File: src/rtl/core_debug_monitor.sv
// Core debug monitor: watches the retire stream of a core, keeps a PC trace
// FIFO, counts cycles and retired instructions, flags PC breakpoints, and
// detects halt (jump-to-self near the reset vector) and run timeout.
module core_debug_monitor #(
  parameter int               XLEN        = 32,
  parameter int               NUM_BP      = 4,
  parameter int               TRACE_DEPTH = 16,
  parameter int               HB_PERIOD   = 1000000,
  parameter logic [XLEN-1:0]  HALT_LIMIT  = 'h20,
  parameter logic [63:0]      TIMEOUT_CYC = 64'd50000000
) (
  input  logic                          clk,
  input  logic                          rst,
  input  logic                          enable_i,
  input  logic                          clear_i,
  input  logic                          valid_i,
  input  logic [XLEN-1:0]               pc_i,
  input  logic [31:0]                   instr_i,
  input  logic [NUM_BP-1:0]             bp_en_i,
  input  logic [NUM_BP*XLEN-1:0]        bp_addr_i,
  input  logic                          trace_rd_i,
  output logic [XLEN-1:0]               trace_rdata_o,
  output logic [$clog2(TRACE_DEPTH):0]  trace_count_o,
  output logic                          trace_empty_o,
  output logic                          trace_ovf_o,
  output logic [63:0]                   cycle_cnt_o,
  output logic [63:0]                   instret_o,
  output logic                          heartbeat_o,
  output logic [NUM_BP-1:0]             bp_hit_o,
  output logic                          halt_o,
  output logic                          timeout_o,
  output logic [1:0]                    state_o
);

  localparam int PW   = $clog2(TRACE_DEPTH);
  localparam int CW   = PW + 1;
  localparam int HB_W = (HB_PERIOD > 1) ? $clog2(HB_PERIOD) : 1;

  localparam logic [1:0] S_IDLE    = 2'd0;
  localparam logic [1:0] S_RUN     = 2'd1;
  localparam logic [1:0] S_HALTED  = 2'd2;
  localparam logic [1:0] S_TIMEOUT = 2'd3;

  // "jal x0, 0": the core spinning on itself is how software signals done
  localparam logic [31:0]     HALT_INSTR = 32'h0000006f;
  localparam logic [HB_W-1:0] HB_LAST    = HB_W'(HB_PERIOD - 1);
  localparam logic [63:0]     TO_LAST    = TIMEOUT_CYC - 64'd1;
  localparam logic [CW-1:0]   FULL_CNT   = CW'(TRACE_DEPTH);

  logic [1:0]        state_q, state_d;
  logic [63:0]       cyc_q, cyc_d;
  logic [63:0]       instret_q, instret_d;
  logic [HB_W-1:0]   hb_q, hb_d;
  logic              hb_pulse_q, hb_pulse_d;
  logic [NUM_BP-1:0] bp_hit_q, bp_hit_d;
  logic [PW-1:0]     wr_ptr_q, wr_ptr_d;
  logic [PW-1:0]     rd_ptr_q, rd_ptr_d;
  logic [CW-1:0]     count_q, count_d;
  logic              ovf_q, ovf_d;
  logic [XLEN-1:0]   trace_mem [TRACE_DEPTH];

  logic soft_rst, in_run, halt_evt, push, pop, full;

  assign soft_rst = rst | clear_i;
  assign in_run   = (state_q == S_RUN);
  assign halt_evt = in_run && valid_i && (instr_i == HALT_INSTR) && (pc_i < HALT_LIMIT);
  assign push     = in_run && valid_i;
  // popping an empty FIFO is silently ignored
  assign pop      = trace_rd_i && (count_q != '0);
  assign full     = (count_q == FULL_CNT);

  // Per-channel sticky breakpoint comparators
  for (genvar gi = 0; gi < NUM_BP; gi++) begin : g_bp
    logic match;
    assign match       = valid_i && bp_en_i[gi] && (pc_i == bp_addr_i[gi*XLEN +: XLEN]);
    assign bp_hit_d[gi] = bp_hit_q[gi] | (in_run & match);
  end

  // FSM, performance counters and heartbeat next-state
  always_comb begin
    state_d    = state_q;
    cyc_d      = cyc_q;
    instret_d  = instret_q;
    hb_d       = hb_q;
    hb_pulse_d = 1'b0;
    case (state_q)
      S_IDLE: if (enable_i) state_d = S_RUN;
      S_RUN: begin
        // halt wins over timeout when both land in the same cycle
        if (halt_evt)              state_d = S_HALTED;
        else if (cyc_q == TO_LAST) state_d = S_TIMEOUT;
      end
      default: state_d = state_q;
    endcase
    if (in_run) begin
      cyc_d = cyc_q + 64'd1;
      if (valid_i) instret_d = instret_q + 64'd1;
      if (hb_q == HB_LAST) begin
        hb_d       = '0;
        hb_pulse_d = 1'b1;
      end else begin
        hb_d = hb_q + HB_W'(1);
      end
    end
  end

  // Trace FIFO pointer/count next-state; a full push drops the oldest entry
  always_comb begin
    wr_ptr_d = wr_ptr_q;
    rd_ptr_d = rd_ptr_q;
    count_d  = count_q;
    ovf_d    = ovf_q;
    if (push) wr_ptr_d = wr_ptr_q + PW'(1);
    if (push && pop) begin
      rd_ptr_d = rd_ptr_q + PW'(1);
    end else if (push && full) begin
      rd_ptr_d = rd_ptr_q + PW'(1);
      ovf_d    = 1'b1;
    end else if (push) begin
      count_d = count_q + CW'(1);
    end else if (pop) begin
      rd_ptr_d = rd_ptr_q + PW'(1);
      count_d  = count_q - CW'(1);
    end
  end

  // State registers; rst and clear_i override everything else
  always_ff @(posedge clk) begin
    if (soft_rst) begin
      state_q    <= S_IDLE;
      cyc_q      <= '0;
      instret_q  <= '0;
      hb_q       <= '0;
      hb_pulse_q <= 1'b0;
      bp_hit_q   <= '0;
      wr_ptr_q   <= '0;
      rd_ptr_q   <= '0;
      count_q    <= '0;
      ovf_q      <= 1'b0;
    end else begin
      state_q    <= state_d;
      cyc_q      <= cyc_d;
      instret_q  <= instret_d;
      hb_q       <= hb_d;
      hb_pulse_q <= hb_pulse_d;
      bp_hit_q   <= bp_hit_d;
      wr_ptr_q   <= wr_ptr_d;
      rd_ptr_q   <= rd_ptr_d;
      count_q    <= count_d;
      ovf_q      <= ovf_d;
    end
  end

  // Trace storage; contents need no reset because the pointers gate visibility
  always_ff @(posedge clk) begin
    if (push) trace_mem[wr_ptr_q] <= pc_i;
  end

  assign trace_rdata_o = (count_q == '0) ? '0 : trace_mem[rd_ptr_q];
  assign trace_count_o = count_q;
  assign trace_empty_o = (count_q == '0);
  assign trace_ovf_o   = ovf_q;
  assign cycle_cnt_o   = cyc_q;
  assign instret_o     = instret_q;
  assign heartbeat_o   = hb_pulse_q;
  assign bp_hit_o      = bp_hit_q;
  assign halt_o        = (state_q == S_HALTED);
  assign timeout_o     = (state_q == S_TIMEOUT);
  assign state_o       = state_q;

endmodule
File: config.mk
export PLATFORM = sky130hd
export DESIGN_NAME = core_debug_monitor
export DESIGN_NICKNAME = d
export VERILOG_FILES = /design/src/rtl/core_debug_monitor.sv
export SDC_FILE = /design/constraint.sdc
export NUM_CORES = 1
export LEC_CHECK = 0
export BUFFER_PORTS_ARGS = -buffer_cell sky130_fd_sc_hd__buf_2
export CORE_ASPECT_RATIO = 0.9
export CORE_MARGIN = 2
export CORE_UTILIZATION = 45
export CTS_CLUSTER_SIZE = 8
export DETAILED_ROUTE_END_ITERATION = 12
export SKIP_CTS_REPAIR_TIMING = 1
export SLEW_MARGIN = 20
export SYNTH_ARGS = -nofsm -noshare
export SYNTH_HDL_FRONTEND = slang
export SYNTH_SLANG_ARGS = --single-unit
File: constraint.sdc
create_clock -name clk -period 5.6 [get_ports clk]
set_clock_uncertainty 0.1 [all_clocks]
set_input_delay 0.56 -clock clk [delete_from_list [all_inputs] [get_ports clk]]
set_output_delay 0.56 -clock clk [all_outputs]
set_load 0.01 [all_outputs]
==> summary.md, run 1 <==
| Metric | Value |
|---|---|
| Share of cells above drive strength 1 | `0.287` |
| Reg-to-reg endpoint | `instret_o[63]$_SDFFE_PP0P_` |
| Clock sink count | `between 600 and 700` |
| Synth Warn # | `0` |
| Nets | `2,598` |
| WP data required | `4940 ps` |
| Final WL | `83,800 um` |
| Syn avg cell area | `between 10 and 15 sq um` |
| Total power | `0.0114 W` |
| Hold path depth | `4` |
| Layout area overhead | `19.6%` |
| Worst VDD drop | `around 0.22 mV` |
| Initial antenna violation count | `4` |
| Top FF cell, synth | `edfxtp_1` |
| Mapped Cells | `between 1.5k and 2k` |
| Die ar. | `between 60,000 and 70,000 sq um` |
| Crit. End Element | `output port` |
| Reg2reg setup slack | `2070 ps` |
| Fmax | `240 MHz` |
| Hold endpoint | `trace_ovf_o$_SDFFE_PP0P_` |
| Sequential-to-total area share from yosys stat | `0.643` |
| Clk slew on worst S/H paths | `50 ps` |
| I/O Buffers | `377` |
| HPWL after DPL | `52,300 um` |
| Total CTS buffers | `95` |
| R2R cell count | `7` |
| Most common cell on crit path | `mux4_2` |
| Crit path cell chain | `buf_12, mux4_2, mux4_2, nor2b_1, buf_2` |
| DR pass1 iterations | `5` |
| Chip Width | `273 um` |
| Hold Crit Start | `trace_rd_i` |
| Slowest cell on crit path | `dfxtp_4` |
| Core Footprint | `64,200 sq um` |
| Fin crit share | `0.746` |
| CP arrival | `3510 ps` |
| Final GP Congestion | `0.878` |
| Vias in the first global route | `just under 20k` |
| Die Y | `246 um` |
| # setup viols final | `0` |
| Critical path peak fanout | `46` |
| RSZ-0062 raised after global routing | `false` |
| Number of synthesized flops with an enable pin | `512` |
| Mapped Area | `approximately 30,000 sq um` |
| Setup TNS | `0 ps` |
| Worst Max-Slew Pin Slew | `1090 ps` |
| Residual DRC count | `0` |
| H-tree depth | `3` |
| PD cells | `326 nW/um^2` |
| Seq cells post-synth | `685` |
| Critical setup path kind | `reg -> out` |
| Vias | `19.4k` |
| Max-slew violations | `0` |
| Total grt overflow | `0` |
| Netlist cell types | `56` |
| Fin crit period | `4170 ps` |
| CTS tree | `built` |
| CTS Buffer Depth | `3` |
| IO Count | `378` |
| Post-Syn Nets | `roughly 2.2k` |
| Outcome | `finished clean` |
| GRT Util Overall | `0.248` |
| Number of nets with antenna violations after routing | `0` |
| Largest net degree at the start of global routing | `78` |
| Hold Vio Cnt, Final | `0` |
| First-pass GRT wire length | `around 120,000 um` |
| Layout Utilization | `0.546` |
| Vias/cell | `between 5 and 6` |
| Slowest stage delay, CP | `950 ps` |
| Slew headroom | `0.264` |
| Max-cap violations | `0` |
| Worst R2R Start | `state_o[0]$_SDFFE_PP0P_` |
| Root buf cell | `clkbuf_16` |
| Drt wl/cell | `25.3 um` |
| Drt initial violations | `1,794` |
| Leak Pwr | `11.5 nW` |
| Post-synth ARST share | `0` |
| Worst min-delay path category | `in -> reg` |
| Worst-Skew Late Latency | `650 ps` |
| Nature of the critical path startpoint | `flip-flop` |
| Row cnt | `88` |
| Starting Density | `0.456` |
## flip-flops by register name, indices dropped and copies added, names as in the netlist, named ones only
signal	cells
state_o	2
trace_count_o	5
rd_ptr_q	4
trace_ovf_o	1
cycle_cnt_o	64
wr_ptr_q	4
hb_q	20
trace_mem	512
instret_o	64
heartbeat_o	1
bp_hit_o	4
## routing by layer
metal  wire [um]  vias up  part of all wire  track usage
met4        2570        0             0.031       0.0795
li1            -     8522                 -            -
met1       34100     9980              0.41        0.330
met3        6820      159             0.081       0.0634
met2       40300      788              0.48        0.402
met5           0        -                 0            0
## synth_stat cells, drive strengths merged, types with 7 or more instances
cell | instances | area share
xnor2 | 132 | 0.039
nand3 | 69 | 0.012
nor4b | 7 | 0.0021
a21oi | 60 | 0.010
nor3 | 29 | 0.0050
nor2b | 33 | 0.0070
ha | 11 | 0.0047
mux4 | 160 | 0.12
nand4 | 90 | 0.019
o31ai | 16 | 0.0041
buf | 18 | 0.0026
clkbuf | 88 | 0.011
and3 | 14 | 0.0030
xor2 | 83 | 0.025
nand4b | 8 | 0.0024
edfxtp | 512 | 0.52
nor2 | 134 | 0.017
mux2i | 10 | 0.0034
or3 | 35 | 0.0075
inv | 27 | 0.0035
and4 | 14 | 0.0042
and2 | 8 | 0.0017
or4 | 31 | 0.0081
nand2 | 86 | 0.011
nor4 | 53 | 0.011
o21ai | 40 | 0.0068
dfxtp | 173 | 0.12
## cells by family (layout without fill, tap and decap cells)
kind of cell	after synthesis	count (layout)	share of synthesized area
fa+ha+maj	12	12	0.00538
flops	685	685	0.643
mux	170	170	0.126
compound gates	137	137	0.0270
xor+xnor	215	215	0.0643
buf+inv	133	599	0.0174
simple gates	629	629	0.116
other cells	0	3	0
## worst max-delay path, delay by kind of cell, from the launching register on
| family | cells | cell delay [ps] |
|---|---|---|
| multiplexers | 2 | 1030 |
| buffers and inverters | 2 | 630 |
| flip-flops | 1 | 950 |
| AND/OR/NAND/NOR | 1 | 200 |
## report_power, final
group / total, W / leakage, nW / internal (W) / switching [W]
sequential: 0.00548 / 6.00 / 0.00547 / 0.0000192
clock: 0.00532 / 1.31 / 0.00317 / 0.00215
combinational: 0.000610 / 4.21 / 0.000248 / 0.000362
total: 0.0114 / 11.5 / 0.00888 / 0.00253
## cells in the final DEF (no fill, tap or decap), types with 4 or more instances in the layout
master and n:
ha_1 11, nor2b_1 33, nor4_1 53, mux2i_1 10, a21oi_1 60, xnor2_1 132
clkinv_16 4, nand4_1 90, clkbuf_16 95, nor2_1 120, edfxtp_1 512, buf_4 33
nor3_1 25, buf_2 377, nor3_2 4, xor2_1 83, and4_1 14, inv_1 26
o21ai_0 40, or3_1 35, nand2_1 86, o31ai_1 16, nand3_1 69, clkbuf_1 58
and3_1 14, and2_1 8, o211ai_1 4, mux4_2 160, nor4b_1 7, nor2_4 13
nor3b_1 4, nand4b_1 8, dfxtp_1 169, nand3b_1 4, or4_1 30
## worst max-delay path by stage
| stage | depth (start not counted) | startpoint | to | slack (ps) |
|---|---|---|---|---|
| floorplan | 5 | valid_i | trace_mem[0][0]$_DFFE_PP_ | 1290 |
| global placement | 5 | flip-flop | trace_rdata_o[12] | 2030 |
| detailed placement | 5 | flip-flop | trace_rdata_o[1] | 2010 |
| CTS | 5 | flip-flop | trace_rdata_o[1] | 1320 |
| global route | 5 | flip-flop | trace_rdata_o[1] | 1210 |
| finish | 5 | flip-flop | trace_rdata_o[1] | 1430 |
## final cells by class
class	count	area [sq um]
fill	5222	29200
sequential	685	18900
inverter	27	101
clock inverter	7	180
timing repair buffer	412	2170
clock buffer	153	2590
tap	855	1070
multi-input combinational	1163	10100
antenna	3	7.51
## through the flow
step	setup slack, ps	hold slack (ps)	area [sq um]	instances
after floorplan	1290	362	29300	1981
after global placement	2030	338	32300	3142
after detailed placement	2010	361	32300	3142
after CTS	1320	158	35000	3302
after global routing	1210	197	35000	3304
final	1430	187	35000	3305
No activity file was read; power rests on OpenSTA's default activity.
==> inputs of run 2 (changes only) <==
ABC_AREA = 1   (was not set)
clock period = 3.9 ns   (was 5.6 ns; I/O delays follow)
==> run 2 against run 1 <==
Sequential power grew 44%. Core utilization shrank 1.0 points. Combinational power grew 77%. Critical path depth increased by 2. Critical endpoint is now trace_rdata_o[17]. Highest routed layer is now met5.
==> summary.md, run 2 <==
| Metric | Value |
|---|---|
| Hold WS | `45.3 ps (-141 ps)` |
| Vias | `26.0k (+34%)` |
| Outcome | `finished clean` |
| Fin crit share | `0.891` |
| Mapped Cells | `3,353 (+69%)` |
| Worst Max-Slew Pin Slew | `856 ps (-239 ps)` |
| HPWL after DPL | `66,100 um (+26%)` |
| Top FF cell, synth | `edfxtp_1` |
| Filler cell count | `6,316 (+21%)` |
| PD cells | `435 nW/um^2 (+34%)` |
| Largest reg by FF count | `trace_mem` |
| Total grt overflow | `0 (unchanged)` |
| Sequential-to-total area share from yosys stat | `0.591 (-0.0523)` |
| H-tree depth | `3 (unchanged)` |
| Max-cap violations | `0 (unchanged)` |
| Critical path peak fanout | `134 (+190%)` |
| Setup TNS | `0 ps (unchanged)` |
| Netlist cell types | `41 (-27%)` |
| Number of synthesized flops with an enable pin | `512 (unchanged)` |
| Number of nets with antenna violations after routing | `0 (unchanged)` |
| Final WL | `102,000 um (+21%)` |
| Worst min-delay path category | `in -> reg` |
| Nature of the critical path startpoint | `flip-flop` |
| Seq cells post-synth | `685 (unchanged)` |
| Initial antenna violation count | `15 (+11)` |
| CP arrival | `2980 ps (-530 ps)` |
| Share of cells above drive strength 1 | `0.162 (-0.126)` |
| Commonest cells after routing, fill and taps aside | `nor2_1 (637), edfxtp_1 (512), nand2_1 (489), buf_2 (377), inv_1 (281)` |
| Fmax | `roughly 290 MHz` |
| Most common library cell in the layout ignoring fill and taps | `nor2_1` |
| Crit. End Element | `output port` |
| Worst-Skew Late Latency | `640 ps (about the same)` |
| DR pass1 iterations | `5 (unchanged)` |
| Total power | `0.0163 W (+43%)` |
| Total CTS buffers | `95 (unchanged)` |
| Row cnt | `92 (+4.5%)` |
| Mapped Area | `31,900 sq um (+8.9%)` |
| Residual DRC count | `0 (unchanged)` |
| Reg2reg setup slack | `1120 ps (-950 ps)` |
| Worst VDD drop | `0.305 mV (+37%)` |
| CTS tree | `built` |
| Yosys top cell by area | `edfxtp_1` |
| Vias/cell | `5.54 (-5.9%)` |
| CTS Buffer Depth | `3 (unchanged)` |
| Drt wl/cell | `21.6 um (-15%)` |
| Die Y | `257 um (+4.3%)` |
| Clock sink count | `685 (unchanged)` |
| R2R cell count | `5 (-2)` |
| Commonest cells in the synthesized netlist | `nor2_1 (654), edfxtp_1 (512), nand2_1 (489)` |
| Core Footprint | `70,100 sq um (+9.2%)` |
| Max reg flops | `512 (unchanged)` |
| Slew headroom | `0.430 (+0.166)` |
| Die ar. | `73,000 sq um (+8.7%)` |
| Crit path cell chain | `inv_8, buf_4, nor2_1, o221ai_1, nand3_1, a21oi_1, buf_2` |
| Drt initial violations | `2,643 (+47%)` |
| Synth Warn # | `0 (unchanged)` |
| Syn avg cell area | `9.51 sq um (-36%)` |
| Max-slew violations | `0 (unchanged)` |
| Top cell type's share of synthesized area | `0.482 (-0.0427)` |
| Critical setup path kind | `reg -> out` |
| Hold Vio Cnt, Final | `0 (unchanged)` |
| Post-synth ARST share | `0 (unchanged)` |
| First-pass GRT wire length | `153,000 um (+24%)` |
| Nets | `3,944 (+52%)` |
| Worst R2R Start | `state_o[0]$_SDFFE_PP0P_` |
| Chip Width | `285 um (+4.3%)` |
| Reg-to-reg endpoint | `trace_mem[4][21]$_DFFE_PP_` |
| Leak Pwr | `13.7 nW (+19%)` |
| Vias in the first global route | `24.9k (+28%)` |
| Largest net degree at the start of global routing | `135 (+73%)` |
| Hold endpoint | `trace_count_o[3]$_SDFFE_PP0P_` |
| Post-Syn Nets | `3,567 (+63%)` |
| I/O Buffers | `377 (unchanged)` |
| Hold path depth | `4 (unchanged)` |
| GRT Util Overall | `0.274 (+0.0256)` |
| Clk slew on worst S/H paths | `50 ps (about the same)` |
| Final GP Congestion | `0.953 (+8.6%)` |
| Slowest stage delay, CP | `620 ps (-330 ps)` |
| Most frequent cell after synthesis | `nor2_1` |
| Starting Density | `0.455 (-0.00147)` |
| Slowest cell on crit path | `inv_8` |
| Synth top area cells | `edfxtp_1 (48%), dfxtp_1 (11%), nor2_1 (7.7%), nand2_1 (5.8%), o221ai_1 (3.5%)` |
| IO Count | `378 (unchanged)` |
| Hold Crit Start | `trace_rd_i` |
| Layout area overhead | `17.8%` |
| # setup viols final | `0 (unchanged)` |
| WP data required | `3410 ps (-1530 ps)` |
| Fin crit period | `3470 ps` |
| RSZ-0062 raised after global routing | `false` |
| Root buf cell | `clkbuf_16` |
run 2: changes by cell type in the layout (fill, tap and decap cells not counted), moves of 46 or more:
| cell | change |
|---|---|
| mux4_2 | -160 |
| xor2_1 | -46 |
| inv_1 | +255 |
| o21ai_0 | +171 |
| a21oi_1 | +48 |
| nor4_1 | -48 |
| xnor2_1 | -92 |
| o21bai_1 | +129 |
| nand2_1 | +403 |
| o221ai_1 | +128 |
| nand3_1 | +120 |
| nor2_1 | +517 |
run 2: layer usage:
layer / track usage / vias up / share of wire
li1: - / 12400 / -
met1: 0.390 / 12400 / 0.45
met2: 0.425 / 1048 / 0.45
met3: 0.0574 / 150 / 0.080
met4: 0.0749 / 16 / 0.022
met5: 0 / - / 0.0010
run 2: through the flow:
stage | setup WS (ps) | cell area, sq um | utilization | std cells
2_1_floorplan | 902 | 31900 | - | 3353
6_report | 425 | 37600 | 0.536 | 4700
3_5_place_dp | 1090 | 34900 | 0.498 | 4572
4_1_cts | 393 | 37500 | 0.535 | 4691
3_3_place_gp | 1080 | 34900 | 0.498 | 4572
5_1_grt | 177 | 37600 | 0.536 | 4696
run 2: layout make-up:
| class | count | area, sq um | share of cell area |
|---|---|---|---|
| sequential | 685 | 18900 | 0.502 |
| multi-input combinational | 2232 | 11400 | 0.305 |
| clock buffer | 113 | 2450 | 0.0654 |
| timing repair buffer | 424 | 2380 | 0.0634 |
| tap | 940 | 1180 | 0.0313 |
| inverter | 292 | 1100 | 0.0294 |
| clock inverter | 6 | 135 | 0.00360 |
| antenna | 8 | 20.0 | 0.000533 |
run 2: kinds of logic after synthesis:
family          Yosys count  share of synthesized area
simple gates           1536                      0.207
flops                   685                      0.591
compound gates          607                      0.122
buf+inv                 436                     0.0541
xor+xnor                 77                     0.0212
fa+ha+maj                12                    0.00495
run 2: how the worst max path moves through the flow:
stage | from | slack [ps] | cells past startpoint | endpoint
after global placement | flip-flop | 1080 | 6 | trace_rdata_o[12]
final | flip-flop | 430 | 7 | trace_rdata_o[17]
after floorplan | state_o[0]$_SDFFE_PP0P_ | 900 | 6 | trace_mem[11][0]$_DFFE_PP_
after global routing | flip-flop | 180 | 7 | trace_rdata_o[20]
after detailed placement | flip-flop | 1090 | 7 | trace_rdata_o[20]
after CTS | flip-flop | 390 | 7 | trace_rdata_o[20]
run 2: worst max-delay path, delay by kind of cell (launching register included):
kind	cells	cell delay (ps)
AO/OA/AOI/OAI	2	430
buffers and inverters	3	1140
AND/OR/NAND/NOR	2	250
flip-flops	1	470
run 2: power by group:
group / internal (W) / switching (W) / total, W
Clock: 0.00438 / 0.00301 / 0.00739
Sequential: 0.00785 / 0.0000257 / 0.00788
Combinational: 0.000362 / 0.000721 / 0.00108
Total: 0.0126 / 0.00375 / 0.0163
==> inputs of run 3 (changes only) <==
CORE_ASPECT_RATIO = 0.75   (was 0.9)
==> run 3 against run 2 <==
Power increased by 0.96%. Critical path type unchanged. Combinational power about the same. Highest routed layer is now met4. Core utilization increased by 0.16 points. Critical endpoint is now trace_rdata_o[11].
==> summary.md, run 3 (synthesis results as in run 2) <==
| Metric | Value |
|---|---|
| Outcome | `finished clean` |
| Final GP Congestion | `0.953 (about the same)` |
| Drt wl/cell | `21.1 um (-2.5%)` |
| Number of nets with antenna violations after routing | `0 (unchanged)` |
| Initial antenna violation count | `10 (-5)` |
| CP arrival | `3090 ps (+110 ps)` |
| Nets | `3,949 (+0.13%)` |
| CTS Buffer Depth | `3 (unchanged)` |
| IO Count | `378 (unchanged)` |
| Filler cell count | `6,396 (+1.3%)` |
| Clk slew on worst S/H paths | `50 ps (about the same)` |
| Critical setup path kind | `reg -> out` |
| Final WL | `99,600 um (-1.9%)` |
| R2R cell count | `6 (+1)` |
| PD cells | `438 nW/um^2 (+0.66%)` |
| Residual DRC count | `0 (unchanged)` |
| CTS tree | `built` |
| Largest reg by FF count | `trace_mem` |
| Worst min-delay path category | `in -> reg` |
| DR pass1 iterations | `7 (+2)` |
| Starting Density | `0.455 (unchanged)` |
| Most common cell on crit path | `buf_4` |
| Total power | `0.0165 W (+0.96%)` |
| Vias | `26.0k (+0.035%)` |
| HPWL after DPL | `65,300 um (-1.3%)` |
| Die ar. | `73,000 sq um (about the same)` |
| Vias in the first global route | `23.9k (-3.9%)` |
| Pre-CTS setup slack | `945 ps (-149 ps)` |
| Post-DP Area | `35,000 sq um (about the same)` |
| Slowest stage delay, CP | `550 ps (-70 ps)` |
| Hold Vio Cnt, Final | `0 (unchanged)` |
| Worst Max-Slew Pin Slew | `1010 ps (+151 ps)` |
| Worst VDD drop | `0.340 mV (+12%)` |
| H-tree depth | `3 (unchanged)` |
| Fmax | `279 MHz (-2.9%)` |
| Commonest cells after routing, fill and taps aside | `nor2_1 (637), edfxtp_1 (512), nand2_1 (489), buf_2 (377), inv_1 (281)` |
| WP data required | `3410 ps (about the same)` |
| Slew headroom | `0.329 (-0.101)` |
| Row cnt | `84 (-8.7%)` |
| Leak Pwr | `13.7 nW (+0.33%)` |
| Total CTS buffers | `95 (unchanged)` |
| Max reg flops | `512 (unchanged)` |
| Final Cell Area | `37,700 sq um (+0.29%)` |
| Root buf cell | `clkbuf_16` |
| Drt initial violations | `2,886 (+9.2%)` |
| Chip Width | `311 um (+9.4%)` |
| Total grt overflow | `0 (unchanged)` |
| Max-slew violations | `0 (unchanged)` |
| Largest net degree at the start of global routing | `117 (-13%)` |
| Vias/cell | `5.50 (-0.58%)` |
| Nature of the critical path startpoint | `flip-flop` |
| Critical path peak fanout | `51 (-62%)` |
| Setup TNS | `0 ps (unchanged)` |
| Slowest cell on crit path | `dfxtp_4` |
| GRT Util Overall | `0.264 (-0.00953)` |
| Clock sink count | `685 (unchanged)` |
| Core Footprint | `70,100 sq um (unchanged)` |
| Final WS setup | `320 ps (-105 ps)` |
| Worst-Skew Late Latency | `640 ps (about the same)` |
| Layout area overhead | `18.2%` |
| # setup viols final | `0 (unchanged)` |
| Share of cells above drive strength 1 | `0.162 (about the same)` |
| Most common library cell in the layout ignoring fill and taps | `nor2_1` |
| I/O Buffers | `377 (unchanged)` |
| First-pass GRT wire length | `147,000 um (-3.9%)` |
| Fin crit period | `3580 ps (+105 ps)` |
| Crit. End Element | `output port` |
| Max-cap violations | `0 (unchanged)` |
| Fin crit share | `0.918 (+0.0270)` |
| RSZ-0062 raised after global routing | `false` |
| Hold path depth | `4 (unchanged)` |
| Die Y | `235 um (-8.6%)` |
| Crit path cell chain | `buf_4, buf_4, o21ai_0, o221ai_1, nand3_1, a21oi_1, buf_2` |
[run 3: cell count changes in the layout (fill, tap and decap cells not counted), moves of 2 or more]
cell | before | now
clkinv_16 | 3 | 1
clkinv_1 | 0 | 2
clkbuf_16 | 95 | 98
clkbuf_1 | 17 | 35
buf_4 | 35 | 41
[run 3: power breakdown]
group          switching (W)  leakage (nW)  total, W  internal [W]
Sequential         0.0000278          6.00   0.00788       0.00785
Combinational       0.000708          6.46   0.00107      0.000360
Clock                0.00302          1.29   0.00756       0.00453
[run 3: worst paths after layout]
kind                                 from                             to  slack (ps)
hold / removal                 trace_rd_i  trace_count_o[3]$_SDFFE_PP0P_          40
hold reg to reg     hb_q[18]$_SDFFE_PP0P_          hb_q[18]$_SDFFE_PP0P_         360
setup reg to reg  state_o[0]$_SDFFE_PP0P_      trace_mem[3][6]$_DFFE_PP_        1220
setup / recovery                flip-flop              trace_rdata_o[11]         320
[run 3: layout make-up]
| cell class | instances | area [sq um] | share of cell area |
|---|---|---|---|
| timing repair buffer | 429 | 2400 | 0.0638 |
| antenna | 7 | 17.5 | 0.000465 |
| inverter | 292 | 1100 | 0.0293 |
| clock buffer | 133 | 2580 | 0.0686 |
| sequential | 685 | 18900 | 0.500 |
| tap | 946 | 1180 | 0.0314 |
| multi-input combinational | 2232 | 11400 | 0.304 |
| clock inverter | 5 | 86.3 | 0.00229 |
[run 3: critical path: cells and delay by family, from the launching register on]
family          cells  cell delay (ps)
flops               1              550
simple gates        1              120
compound gates      3              660
buf+inv             3             1110
[run 3: stage by stage]
step                std cells   util  hold WS [ps]
floorplan                3353      -           339
CTS                      4721  0.537         -36.1
global placement         4583  0.499           334
global route             4726  0.537          51.2
detailed placement       4583  0.499           349
finish                   4729  0.537          38.9
[run 3: routing by layer]
layer,global-route usage,share of wire,wire length [um],vias to the layer above
met1,0.384,0.45,44800,12400
met2,0.401,0.44,43500,1126
met5,0,0,0,-
met3,0.0545,0.084,8390,168
li1,-,-,-,12400
met4,0.0779,0.028,2810,0
